$ cat src/rtl/sel_code_scanner.sv
// Select-code scanner: latches a 2-bit code, compares it against 0..3 one step per cycle.
// Optional macro SCAN_EARLY_EXIT_EN ends the scan on the first matching constant.
module sel_code_scanner (
   input  logic       clk,
   input  logic       rst,
   input  logic       in_valid,
   output logic       in_ready,
   input  logic [1:0] in_code,
   input  logic       in_a,
   input  logic       in_b,
   output logic       out_valid,
   input  logic       out_ready,
   output logic [3:0] match_vec,
   output logic       mux_sel,
   output logic       out_data,
   output logic [2:0] scan_cnt,
   output logic       busy
);

   typedef enum logic [1:0] {
      S_IDLE,
      S_SCAN,
      S_DONE
   } state_t;

   state_t     r_state;
   state_t     w_next;

   logic [1:0] r_code;
   logic       r_a;
   logic       r_b;
   logic [3:0] r_match;
   logic [1:0] r_idx;
   logic [2:0] r_cnt;

   logic       w_accept;
   logic       w_xfer;
   logic       w_hit;
   logic       w_last;

   assign w_accept = in_valid && (r_state == S_IDLE);
   assign w_xfer   = out_ready && (r_state == S_DONE);
   assign w_hit    = (r_code == r_idx);

`ifdef SCAN_EARLY_EXIT_EN
   assign w_last = w_hit || (r_idx == 2'd3);
`else
   assign w_last = (r_idx == 2'd3);
`endif

   always_ff @(posedge clk) begin
      if (rst) begin
         r_state <= S_IDLE;
      end else begin
         r_state <= w_next;
      end
   end

   always_comb begin
      w_next = r_state;
      unique case (r_state)
         S_IDLE: begin
            if (w_accept) begin
               w_next = S_SCAN;
            end
         end
         S_SCAN: begin
            if (w_last) begin
               w_next = S_DONE;
            end
         end
         S_DONE: begin
            if (w_xfer) begin
               w_next = S_IDLE;
            end
         end
         default: begin
            w_next = S_IDLE;
         end
      endcase
   end

   // Result registers stay put outside SCAN so DONE holds them for the consumer.
   always_ff @(posedge clk) begin
      if (rst) begin
         r_code  <= 2'd0;
         r_a     <= 1'b0;
         r_b     <= 1'b0;
         r_match <= 4'd0;
         r_idx   <= 2'd0;
         r_cnt   <= 3'd0;
      end else begin
         unique case (r_state)
            S_IDLE: begin
               if (w_accept) begin
                  r_code  <= in_code;
                  r_a     <= in_a;
                  r_b     <= in_b;
                  r_match <= 4'd0;
                  r_idx   <= 2'd0;
                  r_cnt   <= 3'd0;
               end
            end
            S_SCAN: begin
               if (w_hit) begin
                  r_match[r_idx] <= 1'b1;
               end
               r_cnt <= r_cnt + 3'd1;
               if (r_idx != 2'd3) begin
                  r_idx <= r_idx + 2'd1;
               end
            end
            default: begin
            end
         endcase
      end
   end

   assign in_ready  = (r_state == S_IDLE);
   assign out_valid = (r_state == S_DONE);
   assign busy      = (r_state == S_SCAN) || (r_state == S_DONE);
   assign match_vec = r_match;
   assign mux_sel   = r_match[0];
   assign out_data  = r_match[0] ? r_a : r_b;
   assign scan_cnt  = r_cnt;

endmodule

$ cat config.mk
export PLATFORM = sky130hd
export DESIGN_NAME = sel_code_scanner
export DESIGN_NICKNAME = d
export VERILOG_FILES = /design/src/rtl/sel_code_scanner.sv
export SDC_FILE = /design/constraint.sdc
export NUM_CORES = 1
export LEC_CHECK = 0
export BUFFER_PORTS_ARGS = -buffer_cell sky130_fd_sc_hd__buf_4
export CORE_MARGIN = 3
export CORE_UTILIZATION = 46
export CTS_CLUSTER_SIZE = 20
export DETAILED_ROUTE_END_ITERATION = 16
export PLACE_DENSITY = 0.73
export SYNTH_ARGS = -nofsm -noshare
export SYNTH_HDL_FRONTEND = slang
export SYNTH_SLANG_ARGS = --single-unit
$ cat constraint.sdc
create_clock -name clk -period 1.9 [get_ports clk]
set_clock_uncertainty 0.2 [all_clocks]
set_input_delay 0 -clock clk [delete_from_list [all_inputs] [get_ports clk]]
set_output_delay 0 -clock clk [all_outputs]
set_load 0.01 [all_outputs]
==> results_dict.tcl, run 1 <==
set metrics [dict create \
    postCtsSetupBuffers 0 \
    synth_edf_count 0 \
    status "completed" \
    cts_made_buffers 3 \
    synthToLayoutAreaGrowth_pct 34.60 \
    synth_ff_type "dfxtp_1" \
    rsz0062_at_grt "false" \
    clkLatencyLatePin_ps 280 \
    p_leak_nw 0.4902 \
    reg2reg_from "r_state[1]" \
    grt_max_degree 13 \
    drt_iter0_drc 8 \
    grt_pass1_vias 666 \
    die_area_um2 2327 \
    routedWlPerCell_um 11.82 \
    fp.dieH_um 48.24 \
    syn_avg_cell_area_um2 8.922 \
    relSlewSlack_pct 77.70 \
    drt_pass1_iterations 4 \
    syn_inst 92 \
    rows 14 \
    rr_worst_depth 5 \
    hold_ws_ps 255.0 \
    irDropWorstVdd_uv 757.0 \
    layout.nets 142 \
    worstSetupEndpointType "register" \
    yosys.area.top_type "dfxtp_1" \
    maxCapViolCount 0 \
    r2r_setup_slack_ps 110 \
    hp-class "reg -> reg" \
    crit_type "reg -> reg" \
    drive_gt1_share_pct 30.89 \
    reg2reg_to "match_vec[2]" \
    synthArstFlopShare_pct 0 \
    tritoncts "yes" \
    critical_path_required_ps 1930 \
    dp.final_hpwl_um 1301 \
    fin_crit_sh_pct 94.46 \
    io_pins 20 \
    start_util_pct 51.49 \
    cp-startpoint "r_state[1]" \
    place_congestion 0.7497 \
    antenna_found_initial 0 \
    yosys_warnings 0 \
    critPathLaunchType "register" \
    grt-ovfl-total 0 \
    tightestPinTransition_ps 334.5 \
    synth_area_leaders "dfxtp_1 37%, ha_1 15%, nand2_1 6.9%" \
    clk_path_buf_depth 2 \
    most-common-layout-cells "23 x buf_4, 15 x nand2_1, 14 x dfxtp_1" \
    synth.net_count 110 \
    portBuffers 19 \
    worstPathMaxFanout 7 \
    drc 0 \
    syn_area_um2 820.8 \
    diodes 0 \
    critPathCapture "match_vec[2]" \
    cts_htree_levels 1 \
    synth.top_cell.area_share_pct 36.59 \
    ys_seq_area_share_pct 36.59 \
    grt_pass1_wl_um 2822 \
    fmax_mhz 557.2 \
    grtUsageTotal_pct 17.84 \
    fin_tns_setup_ps 0 \
    hold_viol_final 0 \
    ys_types 26 \
    n_fill_cell 141 \
    avgViaCountPerCell 4.864 \
    setup_viol 0 \
    final_common_cell "buf_4" \
    wirelength_um 1737 \
    synth-seq-cells 15 \
    via_count 715 \
    finalCriticalPeriod_ps 1795 \
    clk_pin_slew_ps 80 \
    arrival_ps 1820 \
    maxSlewViolCount 0 \
    ant_nets 0 \
    die_x_um 48.24 \
    core_um2 1594 \
    p_per_area_nw_per_um2 1233 \
    cts.sink_count 15 \
    root_buffer "clkbuf_4" \
]
==> layer usage <==
layer,global-route usage [%],wire (um)
met5,0,0
met4,9.677,34
met3,6.273,106
met2,31.25,890
met1,18.32,706
==> stage by stage <==
step	worst slack, ps	std cells	util, %	cell area (um2)	total power, mW
2_1_floorplan	39.76	92	-	820.8	0.9278
4_1_cts	24.80	147	69.07	1101	1.378
5_1_grt	4.397	147	69.31	1105	1.479
6_report	105.2	147	69.31	1105	1.363
3_5_place_dp	36.13	136	63.03	1005	1.176
3_3_place_gp	131.1	136	63.03	1005	1.143
==> registers in the layout (all words and copies together), names as in the netlist <==
signal,flops
match_vec,4
r_b,1
scan_cnt,3
r_a,1
r_state,2
r_idx,2
r_code,2
==> what timing repair did <==
action / in CTS / in global routing
hold endpoints to repair: 11 / 0
gates resized for setup: 0 / 2
hold buffers: 7 / 0
endpoints found under the setup margin: 0 / 2
==> cells in the mapped netlist (all sizes together) (2+ instances only) <==
master / instances
inv: 7
dfxtp: 15
a21oi: 7
nor3: 2
ha: 10
xor2: 2
mux2i: 2
buf: 2
nor2: 6
nand3: 4
nand2b: 2
o21ai: 7
nand2: 15
==> worst max-delay path: stages, from the launching register on <==
cell and delay [ps]:
dfxtp_1 330, inv_1 130, ha_1 370, o21ai_2 120
or3_4 430, o21ai_2 140
==> worst min-delay path by stage <==
stage | from | endpoint | slack, ps | cells past startpoint
global placement | in_code[0] | r_code[0] | 70 | 3
CTS | r_a | r_a | 260 | 2
detailed placement | rst | r_idx[0] | 70 | 2
floorplan | rst | r_b | -130 | 1
finish | r_a | r_a | 260 | 2
global route | match_vec[2] | match_vec[2] | 280 | 2
==> logic make-up (layout without fill, tap and decap cells) <==
| group | Yosys count | in the layout | synth area share, % |
|---|---|---|---|
| simple gates | 33 | 33 | 19.21 |
| compound gates | 19 | 19 | 17.53 |
| flops | 15 | 15 | 36.59 |
| fa+ha+maj | 10 | 10 | 15.24 |
| buf+inv | 10 | 41 | 5.487 |
| mux | 3 | 3 | 3.811 |
| xor+xnor | 2 | 2 | 2.135 |
==> area by class of cell <==
cell class	count	area [um2]	share of cell area (%)
multi-input cells	67	478.0	43.26
flip-flops and latches	15	301.5	27.29
repair buffers	30	242.7	21.97
well taps	24	30.03	2.718
clock buffers	4	26.28	2.378
inverters	7	26.28	2.378
==> power breakdown <==
part	internal, mW	total (mW)	leakage (nW)	switching, mW
Sequential	0.378	0.427	0.123	0.0494
Clock	0.0817	0.181	0.0150	0.0995
Combinational	0.360	0.754	0.353	0.394
Total	0.820	1.36	0.490	0.543
Power figures use the tool's default switching activity.
==> inputs of run 2 (changes only) <==
Settings changed: CORE_UTILIZATION 46 to 48, CTS_BUF_LIST from default to sky130_fd_sc_hd__clkbuf_4, PLACE_DENSITY 0.73 to 0.76.
==> results_dict.tcl, run 2 (synthesis results as in run 1) <==
set metrics [dict create \
    hp-start "out_ready" \
    largest_reg_flops 4 \
    cp_cell_sequence "inv_1 > ha_1 > and2b_2 > a221oi_4 > mux2i_1 > nor2_1" \
    root_buffer "clkbuf_4" \
    relSlewSlack_pct 78.72 \
    critPathLaunchType "register" \
    hold_ws_ps 4.806 \
    most-common-layout-cells "23 x buf_4, 15 x nand2_1, 14 x dfxtp_1" \
    cts_htree_levels 1 \
    via_count 707 \
    tightestPinTransition_ps 319.2 \
    die_x_um 47.35 \
    hp-class "in -> reg" \
    antenna_found_initial 0 \
    critPathMaxStageDelay_ps 360 \
    status "completed" \
    layout.nets 141 \
    synthToLayoutAreaGrowth_pct 32.01 \
    irDropWorstVdd_uv 832.4 \
    fp.dieH_um 47.35 \
    drt_pass1_iterations 4 \
    grt_pass1_vias 540 \
    grt-ovfl-total 0 \
    drive_gt1_share_pct 31.15 \
    rsz0062_at_grt "false" \
    dp.final_hpwl_um 1169 \
    clk_pin_slew_ps 80 \
    die_area_um2 2242 \
    crit_type "reg -> reg" \
    drt_iter0_drc 9 \
    ant_nets 0 \
    cp-startpoint "r_state[1]" \
    p_per_area_nw_per_um2 1237 \
    core_um2 1559 \
    clk_path_buf_depth 2 \
    drc 0 \
    reg2reg_from "r_state[1]" \
    hold_viol_final 0 \
    dp.cells 128 \
    power.total_mw 1.341 \
    fin_area_um2 1084 \
    finalCriticalPeriod_ps 1783 \
    whs_path_depth 5 \
    place_congestion 0.7482 \
    finalWorstSetupSlack_ps 117.5 \
    avgViaCountPerCell 5.123 \
    rr_worst_depth 6 \
    io_pins 20 \
    portBuffers 19 \
    fin_crit_sh_pct 93.82 \
    grt_pass1_wl_um 2228 \
    fin_tns_setup_ps 0 \
    setup_viol 0 \
    grt_max_degree 13 \
    critical_path_required_ps 1880 \
    tritoncts "yes" \
    grtUsageTotal_pct 14.53 \
    cts_made_buffers 3 \
    stdcell_count 138 \
    maxSlewViolCount 0 \
    p_leak_nw 0.4898 \
    clkLatencyLatePin_ps 280 \
    crit_slowest_cell "dfxtp_1" \
    fmax_mhz 561.0 \
    rows 14 \
    worstSetupEndpointType "register" \
    maxCapViolCount 0 \
    dpl_cell_area_um2 994.7 \
    cts.sink_count 15 \
    start_util_pct 52.65 \
    utilization_pct 69.50 \
    worstPathMaxFanout 5 \
    routedWlPerCell_um 11.36 \
    postCtsSetupBuffers 0 \
    final_common_cell "buf_4" \
    place_ws_ps 73.40 \
    diodes 0 \
    arrival_ps 1760 \
    wirelength_um 1567 \
]
==> run 2: changes by cell type in the layout (fill, tap and decap cells not counted) <==
cell and delta:
clkinv_2 +1, clkbuf_1 -1, dlygate4sd3_1 -1, ha_1 +1, ha_2 -1
==> run 2: path summary, 6_finish.rpt <==
kind / to / slack (ps)
setup / recovery: r_state[0] / 120
setup reg to reg: r_state[0] / 120
hold / removal: r_state[0] / 5
hold reg to reg: match_vec[2] / 260
==> run 2: power by group <==
part           switching [mW]  internal (mW)
clock                   0.100         0.0782
combinational           0.383          0.353
sequential             0.0483          0.378
==> run 2: layout make-up <==
class / instances / area (um2)
inverters: 7 / 26.28
clock inverters: 1 / 5.005
clock buffers: 3 / 22.52
flip-flops and latches: 15 / 301.5
repair buffers: 29 / 232.7
fillers: 136 / 475.5
well taps: 16 / 20.02
multi-input cells: 67 / 475.5
==> run 2: critical path: cells and delay by family, from the launching register on <==
| family | cells | cell delay [ps] |
|---|---|---|
| and+or+nand+nor | 2 | 320 |
| DFF | 1 | 360 |
| AOI/OAI and AO/OA | 1 | 230 |
| buffers and inverters | 1 | 90 |
| adders and majority gates | 1 | 260 |
| muxes | 1 | 220 |
==> run 2: metal layers <==
layer | track usage (%) | routed length (um)
met5 | 0 | 0
met4 | 8.287 | 27
met3 | 3.448 | 84
met2 | 22.99 | 763
met1 | 17.81 | 692
==> run 2: repair_timing <==
item / 4_1_cts / 5_1_grt
resized for setup: 0 / 1
setup endpoints to repair: 0 / 2
hold buffers: 6 / 0
endpoints found under the hold margin: 11 / 0
==> inputs of run 3 (changes only) <==
Settings changed: CELL_PAD_IN_SITES_DETAIL_PLACEMENT from default to 1, CELL_PAD_IN_SITES_GLOBAL_PLACEMENT from default to 1, CORE_UTILIZATION 48 to 40, PLACE_DENSITY 0.76 to default, PLACE_DENSITY_LB_ADDON from default to 0.1.
Clock period 1.9 ns to 1.8 ns, I/O delays scaled along.
==> results_dict.tcl, run 3 (synthesis results as in run 1) <==
set metrics [dict create \
    avgViaCountPerCell 4.953 \
    power.total_mw 1.503 \
    arrival_ps 1660 \
    p_per_area_nw_per_um2 1332 \
    drc 0 \
    layout.nets 143 \
    clk_path_buf_depth 2 \
    via_count 738 \
    tritoncts "yes" \
    fin_tns_setup_ps 0 \
    drive_gt1_share_pct 36.29 \
    fin_crit_sh_pct 93.71 \
    grt_max_degree 13 \
    setup_viol 0 \
    rsz0062_at_grt "false" \
    start_util_pct 44.63 \
    drt_iter0_drc 2 \
    maxCapViolCount 0 \
    relSlewSlack_pct 83.63 \
    grt-ovfl-total 0 \
    postCtsSetupBuffers 0 \
    tightestPinTransition_ps 245.6 \
    cts_htree_levels 1 \
    p_leak_nw 0.5016 \
    finalWorstSetupSlack_ps 113.3 \
    clk_pin_slew_ps 90 \
    grt_pass1_vias 789 \
    wirelength_um 1947 \
    maxSlewViolCount 0 \
    status "completed" \
    cts_made_buffers 3 \
    diodes 0 \
    cts.sink_count 15 \
    final_common_cell "buf_4" \
    crit_type "reg -> reg" \
    worstPathMaxFanout 5 \
    utilization_pct 61.36 \
    fmax_mhz 592.9 \
    finalCriticalPeriod_ps 1687 \
    clkLatencyLatePin_ps 280 \
    die_x_um 51.30 \
    portBuffers 19 \
    critical_path_required_ps 1770 \
    grt_pass1_wl_um 3408 \
    grtUsageTotal_pct 17.26 \
    io_pins 20 \
    n_fill_cell 245 \
    critPathLaunchType "register" \
    worstSetupEndpointType "register" \
    synthToLayoutAreaGrowth_pct 37.50 \
    place_congestion 0.6915 \
    dp.final_hpwl_um 1406 \
    core_um2 1839 \
    root_buffer "clkbuf_4" \
    most-common-layout-cells "25 x buf_4, 15 x nand2_1, 13 x dfxtp_1" \
    routedWlPerCell_um 13.07 \
    rows 15 \
    hp-class "in -> reg" \
    antenna_found_initial 0 \
    drt_pass1_iterations 4 \
    fp.dieH_um 51.30 \
    largest_reg_flops 4 \
    ant_nets 0 \
    place_ws_ps 43.82 \
    irDropWorstVdd_uv 815.7 \
    hold_viol_final 0 \
    die_area_um2 2632 \
]
run 3: changes by cell type in the layout (fill, tap and decap cells not counted), sizes merged:
cell    delta
clkinv     -1
buf        +2
clkbuf     +1
run 3: final cells by class:
| class | instances | area (um2) | share of cell area (%) |
|---|---|---|---|
| clock buffer | 4 | 30.03 | 2.661 |
| inverter | 7 | 26.28 | 2.328 |
| multi-input combinational | 67 | 490.5 | 43.46 |
| sequential | 15 | 302.8 | 26.83 |
| tap | 25 | 31.28 | 2.772 |
| timing repair buffer | 31 | 247.7 | 21.95 |
run 3: worst paths after layout:
check | startpoint | endpoint | slack [ps] | cells past startpoint
worst min register to register | r_b | r_b | 260 | 2
worst max-delay path | r_state[0] | r_state[1] | 110 | 6
worst min-delay path | out_ready | r_state[0] | 10 | 5
worst max register to register | r_state[0] | r_state[1] | 110 | 6
run 3: metal layers:
metal	global-route usage (%)	part of all wire (%)	up-vias
met2	32.19	52	16
met4	7.860	2.6	0
met3	2.624	4.2	6
li1	-	-	373
met1	18.94	41	343
met5	0	0	-
run 3: power by group:
part | total, mW | internal, mW | switching, mW
Combinational | 0.840 | 0.404 | 0.435
Clock | 0.207 | 0.101 | 0.106
Sequential | 0.456 | 0.401 | 0.0558
run 3: metrics by stage:
step | hold slack [ps] | area, um2 | std cells
6_report | 9.507 | 1129 | 149
5_1_grt | 71.90 | 1129 | 149
4_1_cts | 9.882 | 1115 | 149
3_5_place_dp | 72.89 | 1025 | 139
3_3_place_gp | 64.31 | 1025 | 139
2_1_floorplan | -130.9 | 824.5 | 92
run 3: critical path, cell delays in order, from the launching register on:
cell and delay [ps]:
dfxtp_2 380, inv_2 70, ha_4 180, and2b_2 250, a221oi_4 230, mux2i_1 220
nor2_1 50
run 3: what timing repair did:
| action | 4_1_cts | 5_1_grt |
|---|---|---|
| hold endpoints to repair | 11 | 0 |
| gates resized for setup | 0 | 5 |
| endpoints found under the setup margin | 0 | 8 |
| hold buffers | 6 | 0 |
